**src/rtl/buzzer_ctrl.sv**
```systemverilog
// buzzer_ctrl: autonomous C-major scale player (C4..C5) driving a piezo
// buzzer with a registered square wave; each note is followed by a silent gap.
//
//   state   | meaning
//   --------+-------------------------------------------------------------
//   ST_NOTE | tone counter toggles buzzer every HALF[idx] cycles
//   ST_GAP  | buzzer held 0, waiting GAP_CYCLES before the next note
`timescale 1ns/1ps
module buzzer_ctrl #(
  parameter int CLK_HZ      = 10_000_000,
  parameter int NOTE_CYCLES = CLK_HZ / 4,
  parameter int GAP_CYCLES  = CLK_HZ / 100
) (
  input  logic clk,
  input  logic resetn,
  output logic buzzer
);

  // C4 has the longest half-period, so it sizes the tone counter.
  localparam int HALF_MAX = CLK_HZ / (2 * 262);
  localparam int TW       = $clog2(HALF_MAX) + 1;
  localparam int DUR_MAX  = (NOTE_CYCLES > GAP_CYCLES) ? NOTE_CYCLES : GAP_CYCLES;
  localparam int DW       = $clog2(DUR_MAX) + 1;

  localparam bit            HAS_GAP   = (GAP_CYCLES > 0);
  localparam logic [DW-1:0] NOTE_LAST = DW'(NOTE_CYCLES - 1);
  // With no gap the GAP state is never entered, so this value is never compared.
  localparam logic [DW-1:0] GAP_LAST  = DW'(HAS_GAP ? GAP_CYCLES - 1 : 0);

  typedef enum logic {ST_NOTE, ST_GAP} state_t;

  state_t        state;
  logic [2:0]    idx;
  logic [TW-1:0] tone;
  logic [DW-1:0] dur;
  logic [TW-1:0] tone_last;

  function automatic logic [TW-1:0] half_last(input int freq);
    return TW'(CLK_HZ / (2 * freq) - 1);
  endfunction

  // Note ROM: terminal value of the tone counter for the current note.
  always_comb begin
    tone_last = half_last(262);
    case (idx)
      3'd0:    tone_last = half_last(262);
      3'd1:    tone_last = half_last(294);
      3'd2:    tone_last = half_last(330);
      3'd3:    tone_last = half_last(349);
      3'd4:    tone_last = half_last(392);
      3'd5:    tone_last = half_last(440);
      3'd6:    tone_last = half_last(494);
      3'd7:    tone_last = half_last(523);
      default: tone_last = half_last(262);
    endcase
  end

  // Sequencer: note/gap timing, tone generation and registered buzzer drive.
  always_ff @(posedge clk or negedge resetn) begin
    if (!resetn) begin
      state  <= ST_NOTE;
      idx    <= 3'd0;
      tone   <= '0;
      dur    <= '0;
      buzzer <= 1'b0;
    end else begin
      case (state)
        ST_NOTE: begin
          if (dur == NOTE_LAST) begin
            // End of note wins over a coincident toggle: next note starts from 0.
            buzzer <= 1'b0;
            dur    <= '0;
            tone   <= '0;
            if (HAS_GAP) state <= ST_GAP;
            else         idx   <= idx + 3'd1;
          end else begin
            dur <= dur + DW'(1);
            if (tone == tone_last) begin
              tone   <= '0;
              buzzer <= ~buzzer;
            end else begin
              tone <= tone + TW'(1);
            end
          end
        end
        ST_GAP: begin
          buzzer <= 1'b0;
          tone   <= '0;
          if (dur == GAP_LAST) begin
            dur   <= '0;
            idx   <= idx + 3'd1;
            state <= ST_NOTE;
          end else begin
            dur <= dur + DW'(1);
          end
        end
        default: begin
          state  <= ST_NOTE;
          buzzer <= 1'b0;
        end
      endcase
    end
  end

endmodule

```
**config.mk**
```make
export PLATFORM = sky130hd
export DESIGN_NAME = buzzer_ctrl
export DESIGN_NICKNAME = d
export VERILOG_FILES = /design/src/rtl/buzzer_ctrl.sv
export SDC_FILE = /design/constraint.sdc
export NUM_CORES = 1
export LEC_CHECK = 0
export ABC_AREA = 1
export ABC_CLOCK_PERIOD_IN_PS = 3700
export BUFFER_PORTS_ARGS = -buffer_cell sky130_fd_sc_hd__buf_4
export CAP_MARGIN = 20
export CORE_ASPECT_RATIO = 1.4
export CORE_UTILIZATION = 57
export CTS_CLUSTER_SIZE = 16
export DETAILED_ROUTE_END_ITERATION = 10
export PLACE_DENSITY = 0.77
export SLEW_MARGIN = 0
export SYNTH_ARGS = -nofsm -noshare
export SYNTH_HDL_FRONTEND = slang
export SYNTH_SLANG_ARGS = --single-unit
```
**constraint.sdc**
```tcl
create_clock -name clk -period 3.7 [get_ports clk]
set_input_delay 0.185 -clock clk [delete_from_list [all_inputs] [get_ports clk]]
set_output_delay 0.185 -clock clk [all_outputs]
set_load 0.1 [all_outputs]
```
==> flow_summary.yaml, run 1 <==
outcome:
  outcome: "complete, no violations"
yosys:
  synth-simple-area-share_pct: 36.8
  netlist_area_um2: 2770
  synthAdderAreaFrac_pct: 3.62
  syn-num-nets: 392
  synth.area.mux_share_pct: 0
  synth_top_family_by_area: "simple AND/OR/NAND/NOR gates"
  synth_top_area_cell: "dfrtp_1"
  ys_ff_latch: 44
  ys_seq_area_share_pct: 39.8
  avgSynthCellArea_um2: 7.25
  netlist-cell-type-count: 23
  synth-compound-area-share_pct: 2.53
  async_flop_share_pct: 100
  ys.flop_type: "dfrtp_1"
  synth_area_leaders: "dfrtp_1 (40%), nand2_1 (14%), nor2_1 (8.1%)"
  ys_warn_count: 0
  synth_commonest_cells: "nand2_1 (103), nor2_1 (60), inv_1 (57)"
  synth_top_area_share_pct: 39.8
  synth-xor-area-share_pct: 8.22
  synthCells: 382
  synth-edff-count: 0
  yosysMostFrequentCell: "nand2_1"
global_routing:
  track_usage_pct: 25.6
  grt-ovfl-total: 0
  antenna_found_initial: 0
  grt_pass1_wl_um: 9690
  grt_max_degree: 45
  grt_pass1_vias: 2251
power_and_ir_drop:
  cellPowerDensity_nw_per_um2: 287
  p_leak_nw: 1.44
  ir_drop_uv: 279
place:
  dpl.hpwl_um: 4280
  finalWeightedCongestion: 0.921
  port_buffers: 2
cts:
  clk_path_buf_depth: 2
  htree_num_levels: 2
  numCtsBuffers: 5
  clkTransAtPathRegs_ns: 0.08
  clk_latency_ns: 0.30
  cts_setup_buffers: 0
  cts_root_buf: "clkbuf_8"
  cts_tree: "yes"
  cts.sinks: 44
  ctsResizeCount: 0
floorplan:
  die_w_um: 60.9
  coreArea_um2: 4610
  die_area_um2: 5140
  num_rows: 29
  start_util_pct: 60.1
  ioPinCount: 3
  die_h_um: 84.5
min_path:
  worst_hold_path_type: "in2async"
timing:
  rsz0062_at_grt: "no"
  finalMaxSlewViolations: 0
  final.period_utilization_pct: 53.3
  worst_slew_pin_slew_ns: 0.594
  slew_headroom_pct: 60.4
  setup_viol: 0
  clock_skew_ns: 0.00972
  finalHoldViolations: 0
  hold_slack_ns: 0.406
  finalCriticalPeriod_ns: 1.97
  finalSetupTns_ns: 0
  max_freq_mhz: 508
final_layout:
  drive_gt1_share_pct: 5.90
  area_delta_synth_final_pct: 6.51
  finalCoreUtilization_pct: 64.0
  antennaDiodeCount: 0
  nNetsFinal: 399
worst_setup_path:
  startpoint: "idx[1]$_DFFE_PN0P_"
  rrSetupSlack_ns: 1.73
  crit_fanout: 17
  cp-end-kind: "flip-flop"
  critPathLaunchType: "flip-flop"
  r2r_start: "idx[1]$_DFFE_PN0P_"
  cp.required_ns: 3.94
  arrival_ns: 2.21
  worstSetupPathType: "reg2reg"
detailed_routing:
  ant_nets: 0
  wirelength_um: 5650
  first_pass_iters: 5
  viasPerCell: 5.15
  dr.first_iter.drc_count: 154
  drc: 0
  via_count: 2329
  wl_per_cell_um: 12.5
job:
  maxCapViolCount: 0
==> worst max-delay path, stage by stage (launching register included) <==
cell     delay [ns]
dfrtp_1        0.48
inv_1          0.19
ha_1           0.33
nand2_1        0.12
nand2_1        0.07
nand2_1        0.06
nand2_1        0.06
inv_1          0.06
nand2_1        0.04
nor2_1         0.11
nand2_2        0.09
nand2_4        0.17
nand2_1        0.08
nand2_1        0.06
==> layout by cell type, fill, tap and decap left out <==
cell type,netlist,routed
a21oi_1,1,1
a31oi_1,1,1
buf_4,0,2
bufinv_16,0,1
clkbuf_8,0,5
clkinv_2,0,1
clkinvlp_4,0,1
dfrtp_1,44,44
dlygate4sd3_1,0,1
ha_1,8,8
inv_1,57,57
inv_2,1,1
nand2_1,103,103
nand2_2,1,1
nand2_4,3,3
nand3_1,33,33
nand3b_1,3,3
nand4_1,9,9
nor2_1,60,60
nor2_2,6,6
nor3_1,6,6
nor3b_1,2,2
nor4_1,3,3
nor4_4,1,1
o21ai_0,10,10
o21ai_2,1,1
xnor2_1,2,2
xor2_1,24,24
==> report_power, final <==
part | switching, W | internal, W | leakage, nW
Combinational | 0.00000862 | 0.00000139 | 0.799
Clock | 0.000157 | 0.000200 | 0.0541
Sequential | 0 | 0.000480 | 0.586
==> final cells by class <==
type	count	area [um2]
Sequential cell	44	1100
Tap cell	62	77.6
Inverter	58	218
Fill cell	408	1660
Clock buffer	5	68.8
Multi-Input combinational cell	277	1420
Timing Repair Buffer	3	25.0
Clock inverter	3	42.5
==> sequential cells by signal, indices dropped and copies added (netlist names) <==
name and flops:
state 1, buzzer 1, dur 23, tone 16, idx 3
==> per-stage QoR <==
step	cell area [um2]	worst slack (ns)	cells	total power, W
finish	2950	1.73	452	0.000847
global route	2950	1.46	452	0.000885
CTS	2950	1.74	452	0.000858
detailed placement	2830	1.76	443	0.000500
global placement	2830	1.82	443	0.000500
floorplan	2770	1.88	382	0.000490
==> routing by layer <==
layer  vias up  wire [um]  GRT usage, %
li1       1200          -             -
met1      1079       2430          29.7
met5         -          0             0
met4         0        144          10.5
met3        13         99          4.47
met2        37       2980          45.0
==> repair_timing <==
action | 4_1_cts | 5_1_grt
hold buffers | 1 | 0
setup endpoints to repair | 0 | 0
endpoints found under the hold margin | 44 | 0
==> cells by family after synthesis <==
| group | count (synthesis) |
|---|---|
| buf+inv | 61 |
| xor+xnor | 26 |
| flops | 44 |
| fa+ha+maj | 8 |
| compound gates | 13 |
| simple gates | 230 |
==> path summary, 6_finish.rpt <==
kind,to,depth (start not counted)
worst min register to register,dur[0]$_DFF_PN0_,1
worst max register to register,buzzer$_DFFE_PN0P_,13
worst max-delay path,buzzer$_DFFE_PN0P_,13
worst min-delay path,dur[13]$_DFF_PN0_,2
min in group clk,dur[0]$_DFF_PN0_,1
max in group asynchronous,dur[5]$_DFF_PN0_,2
Power figures use the tool's default switching activity.
==> inputs of run 2 (changes only) <==
ABC_CLOCK_PERIOD_IN_PS = 1800   (was 3700)
PLACE_DENSITY = 0.8   (was 0.77)
clock period = 1.8 ns   (was 3.7 ns; I/O delays follow)
==> flow_summary.yaml, run 2 (same netlist as run 1, synthesis figures left out) <==
detailed_routing:
  via_count: 2429
  wirelength_um: 6140
  first_pass_iters: 4
  viasPerCell: 5.14
  dr.first_iter.drc_count: 121
  drc: 0
  wl_per_cell_um: 13.0
  ant_nets: 0
worst_setup_path:
  crit_fanout: 8
  arrival_ns: 1.97
  worstSetupPathType: "reg2reg"
  slowest_stage: "dfrtp_2"
  path_cells: "buf_6 > ha_4 > inv_2 > nand2_4 > nand2_1 > nand2_1 > nor2_1 > nand3_1 > nor2_4 > nand2_4 > nand2_8 > nor2_1"
  cp.required_ns: 1.99
  crit_path_max_incr_delay_ns: 0.46
  rrSetupSlack_ns: 0.02
  cp_num_buf_inv: 2
  r2r_start: "idx[1]$_DFFE_PN0P_"
  critical-path-top-delay-family: "simple AND/OR/NAND/NOR gates"
  r2r_cells: 12
  critPathLaunchType: "flip-flop"
  cp-end-kind: "flip-flop"
  rr_endpoint: "tone[10]$_DFF_PN0_"
floorplan:
  coreArea_um2: 4610
  die_h_um: 84.5
  ioPinCount: 3
  die_area_um2: 5140
  num_rows: 29
  start_util_pct: 60.1
  die_w_um: 60.9
global_routing:
  grt-ovfl-total: 0
  grt_pass1_wl_um: 9890
  grt_max_degree: 45
  track_usage_pct: 26.3
  grt_pass1_vias: 2325
  antenna_found_initial: 0
cts:
  htree_num_levels: 2
  clkTransAtPathRegs_ns: 0.09
  cts_root_buf: "clkbuf_8"
  numCtsBuffers: 5
  clk_path_buf_depth: 2
  cts.sinks: 44
  cts_tree: "yes"
  clk_latency_ns: 0.30
final_layout:
  largestRegisters: "dur: 23 flops, tone: 16 flops, idx: 3 flops"
  largest-register: "dur"
  nFillCells: 368
  layout_commonest_cell: "nand2_1"
  ff_latch_area_um2: 1110
  drive_gt1_share_pct: 20.7
  mostFrequentLayoutCells: "nand2_1 (94), inv_1 (51), nor2_1 (51)"
  nNetsFinal: 420
  largest_reg_flops: 23
  multi_input_area_um2: 1610
  postLayoutCellArea_um2: 3340
  area_delta_synth_final_pct: 20.7
  antennaDiodeCount: 0
timing:
  rsz0062_at_grt: "yes"
  setup_viol: 0
  finalHoldViolations: 0
  worst_slew_pin_slew_ns: 0.527
  slew_headroom_pct: 64.9
  final.period_utilization_pct: 99.0
  finalMaxSlewViolations: 0
  max_freq_mhz: 561
  clock_skew_ns: 0.00987
  finalCriticalPeriod_ns: 1.78
min_path:
  worst_hold_path_type: "in2async"
power_and_ir_drop:
  ir_drop_uv: 693
  total_power_w: 0.00177
  cellPowerDensity_nw_per_um2: 529
  p_leak_nw: 1.59
place:
  finalWeightedCongestion: 0.961
  dpl.hpwl_um: 4380
  port_buffers: 2
  place_area_um2: 2940
outcome:
  outcome: "complete, no violations"
job:
  maxCapViolCount: 0
[run 2: cell types whose count changed in the layout (fill, tap and decap cells not counted), moves of 4 or more]
| cell | change |
|---|---|
| dfrtp_1 | -4 |
| nand3_2 | +6 |
| nand2_4 | +4 |
| nor2_2 | +8 |
| ha_4 | +4 |
| nand2_2 | +5 |
| nand2_1 | -9 |
| inv_1 | -6 |
| dfrtp_2 | +4 |
| nand3_1 | -6 |
| nor2_1 | -9 |
| buf_4 | +15 |
| ha_1 | -7 |
[run 2: how the worst max path moves through the flow]
| stage | from | end | slack (ns) | depth (start not counted) |
|---|---|---|---|---|
| finish | idx[1]$_DFFE_PN0P_ | tone[10]$_DFF_PN0_ | 0.02 | 12 |
| floorplan | idx[1]$_DFFE_PN0P_ | tone[10]$_DFF_PN0_ | 0.008 | 13 |
| global route | idx[0]$_DFFE_PN0P_ | buzzer$_DFFE_PN0P_ | -0.08 | 13 |
| detailed placement | idx[1]$_DFFE_PN0P_ | buzzer$_DFFE_PN0P_ | -0.05 | 13 |
| global placement | idx[0]$_DFFE_PN0P_ | tone[15]$_DFF_PN0_ | 0.002 | 11 |
| CTS | idx[0]$_DFFE_PN0P_ | buzzer$_DFFE_PN0P_ | 0.006 | 13 |
[run 2: layer usage]
metal | track usage [%] | up-vias | part of all wire, %
li1 | - | 1247 | -
met1 | 27.3 | 1122 | 40
met2 | 49.1 | 43 | 56
met3 | 4.16 | 17 | 2.0
met4 | 11.6 | 0 | 2.8
met5 | 0 | - | 0
[run 2: cell type report]
type | count | area share [%]
sequential | 44 | 33.1
inverter | 58 | 6.85
clock inverter | 3 | 1.39
tap | 62 | 2.32
timing repair buffer | 22 | 5.99
multi-input combinational | 279 | 48.3
clock buffer | 5 | 2.06
[run 2: timing repair]
item	4_1_cts	5_1_grt
setup endpoints to repair	17	19
hold buffers	1	0
endpoints found under the hold margin	44	0
pin swaps	4	18
gates resized for setup	7	49
cloned	1	1
buffers inserted	0	6
[run 2: stage by stage]
stage                     worst slack (ns)  utilization, %  TNS, ns  std cells  hold WS, ns
final                               0.0171            72.5        0        473        0.302
after global routing               -0.0803            72.5    -1.34        473        0.352
after CTS                          0.00586            67.2        0        466        0.315
after detailed placement           -0.0452            63.8   -0.274        456        0.108
after global placement             0.00228            63.8        0        456        0.102
after floorplan                    0.00837               -        0        382       -0.206
[run 2: power breakdown]
group          total [W]  internal (W)  switching, W
Sequential      0.000987      0.000987             0
Clock           0.000758      0.000418      0.000341
Combinational  0.0000204    0.00000287     0.0000176
==> inputs of run 3 (changes only) <==
CORE_ASPECT_RATIO = unset   (was 1.4)
CORE_MARGIN = 2   (was unset)
==> flow_summary.yaml, run 3 (same netlist as run 1, synthesis figures left out) <==
place:
  dpl.hpwl_um: 4420
  dp_slack_ns: -0.0176
  finalWeightedCongestion: 0.883
  port_buffers: 2
timing:
  rsz0062_at_grt: "yes"
  worst_slew_pin_slew_ns: 0.535
  slew_headroom_pct: 64.3
  finalHoldViolations: 0
  clock_skew_ns: 0.0156
  finalSetupTns_ns: 0
  final.period_utilization_pct: 98.4
  setup_viol: 0
  hold_slack_ns: 0.310
  layout_setup_ws_ns: 0.0291
  finalMaxSlewViolations: 0
  max_freq_mhz: 565
  finalCriticalPeriod_ns: 1.77
floorplan:
  coreArea_um2: 4690
  num_rows: 25
  ioPinCount: 3
  die_area_um2: 5430
  die_w_um: 73.7
  start_util_pct: 59.0
  die_h_um: 73.7
final_layout:
  area_delta_synth_final_pct: 18.1
  finalCoreUtilization_pct: 69.7
  largest_reg_flops: 23
  nNetsFinal: 422
  antennaDiodeCount: 0
  largestRegisters: "dur: 23 flops, tone: 16 flops, idx: 3 flops"
  layout_commonest_cell: "nand2_1"
  multi_input_area_um2: 1540
  drive_gt1_share_pct: 16.7
  nFillCells: 379
  largest-register: "dur"
  ff_latch_area_um2: 1110
  mostFrequentLayoutCells: "nand2_1 (100), nor2_1 (55), inv_1 (53)"
worst_setup_path:
  cp-end-kind: "flip-flop"
  startpoint: "idx[0]$_DFFE_PN0P_"
  crit_path_max_incr_delay_ns: 0.42
  path_cells: "inv_2 > ha_1 > nand2_1 > nand3b_1 > nand2_1 > nor2_1 > nand2_1 > nor2_4 > nand2_4 > nand3_1 > nand2_1"
  r2r_start: "idx[0]$_DFFE_PN0P_"
  critPathLaunchType: "flip-flop"
  arrival_ns: 1.97
  critPathCapture: "buzzer$_DFFE_PN0P_"
  critical-path-top-delay-family: "simple AND/OR/NAND/NOR gates"
  r2r_cells: 11
  rrSetupSlack_ns: 0.03
  cp.required_ns: 2.00
  cp_num_buf_inv: 1
  rr_endpoint: "buzzer$_DFFE_PN0P_"
  slowest_stage: "dfrtp_1"
  path_common_cell: "nand2_1"
  worstSetupPathType: "reg2reg"
  crit_fanout: 5
  crit_cells: 11
global_routing:
  grt_pass1_wl_um: 10200
  grt_max_degree: 45
  grt_pass1_vias: 2357
  track_usage_pct: 24.5
  antenna_found_initial: 0
  grt-ovfl-total: 0
cts:
  numCtsBuffers: 5
  cts.sinks: 44
  clkTransAtPathRegs_ns: 0.10
  clk_path_buf_depth: 2
  cts_tree: "yes"
  cts_root_buf: "clkbuf_8"
  htree_num_levels: 2
  clk_latency_ns: 0.31
detailed_routing:
  via_count: 2535
  wirelength_um: 6320
  first_pass_iters: 5
  ant_nets: 0
  wl_per_cell_um: 13.5
  viasPerCell: 5.43
  drc: 0
  dr.first_iter.drc_count: 190
power_and_ir_drop:
  p_leak_nw: 1.59
  cellPowerDensity_nw_per_um2: 545
  total_power_w: 0.00178
  ir_drop_uv: 691
outcome:
  outcome: "complete, no violations"
job:
  maxCapViolCount: 0
min_path:
  worst_hold_path_type: "in2async"
## run 3: power by group
part,switching [W],internal [W],total (W)
clock,0.000355,0.000418,0.000773
sequential,0,0.000987,0.000987
combinational,0.0000181,0.00000286,0.0000210
total,0.000373,0.00141,0.00178
## run 3: layout make-up
cell class,count,area share (%)
Clock inverter,3,1.42
Multi-Input combinational cell,279,47.1
Tap cell,54,2.07
Inverter,58,6.85
Timing Repair Buffer,24,6.69
Clock buffer,5,2.10
Sequential cell,44,33.8
## run 3: per-stage QoR
step	std cells	instance area, um2
6_report	467	3270
3_3_place_gp	451	2950
2_1_floorplan	382	2770
3_5_place_dp	451	2950
5_1_grt	467	3270
4_1_cts	461	3090
## run 3: worst reg2reg max path, cell delays in order, from the launching register on
cell	delay, ns
dfrtp_1	0.42
inv_2	0.15
ha_1	0.21
nand2_1	0.08
nand3b_1	0.09
nand2_1	0.05
nor2_1	0.10
nand2_1	0.11
nor2_4	0.15
nand2_4	0.13
nand3_1	0.12
nand2_1	0.07
## run 3: timing repair
item	in CTS	in global routing
pin swaps	0	10
setup buffers	1	4
gates resized for setup	2	30
cloned	0	2
endpoints found under the setup margin	14	23
hold buffers	1	0
endpoints found under the hold margin	44	0
## run 3: per-layer routing
| layer | global-route usage [%] | vias up | routed length, um |
|---|---|---|---|
| li1 | - | 1250 | - |
| met1 | 28.1 | 1180 | 2580 |
| met2 | 44.0 | 85 | 3310 |
| met3 | 4.39 | 20 | 231 |
| met4 | 11.1 | 0 | 205 |
| met5 | 0 | - | 0 |
## run 3: how the worst min path moves through the flow
stage / start / to / slack, ns / cells after the start
floorplan: resetn / buzzer$_DFFE_PN0P_ / -0.21 / 0
global placement: resetn / dur[1]$_DFF_PN0_ / 0.11 / 1
detailed placement: resetn / dur[2]$_DFF_PN0_ / 0.11 / 1
CTS: resetn / tone[8]$_DFF_PN0_ / 0.33 / 2
global route: resetn / tone[3]$_DFF_PN0_ / 0.37 / 2
finish: resetn / tone[3]$_DFF_PN0_ / 0.31 / 2
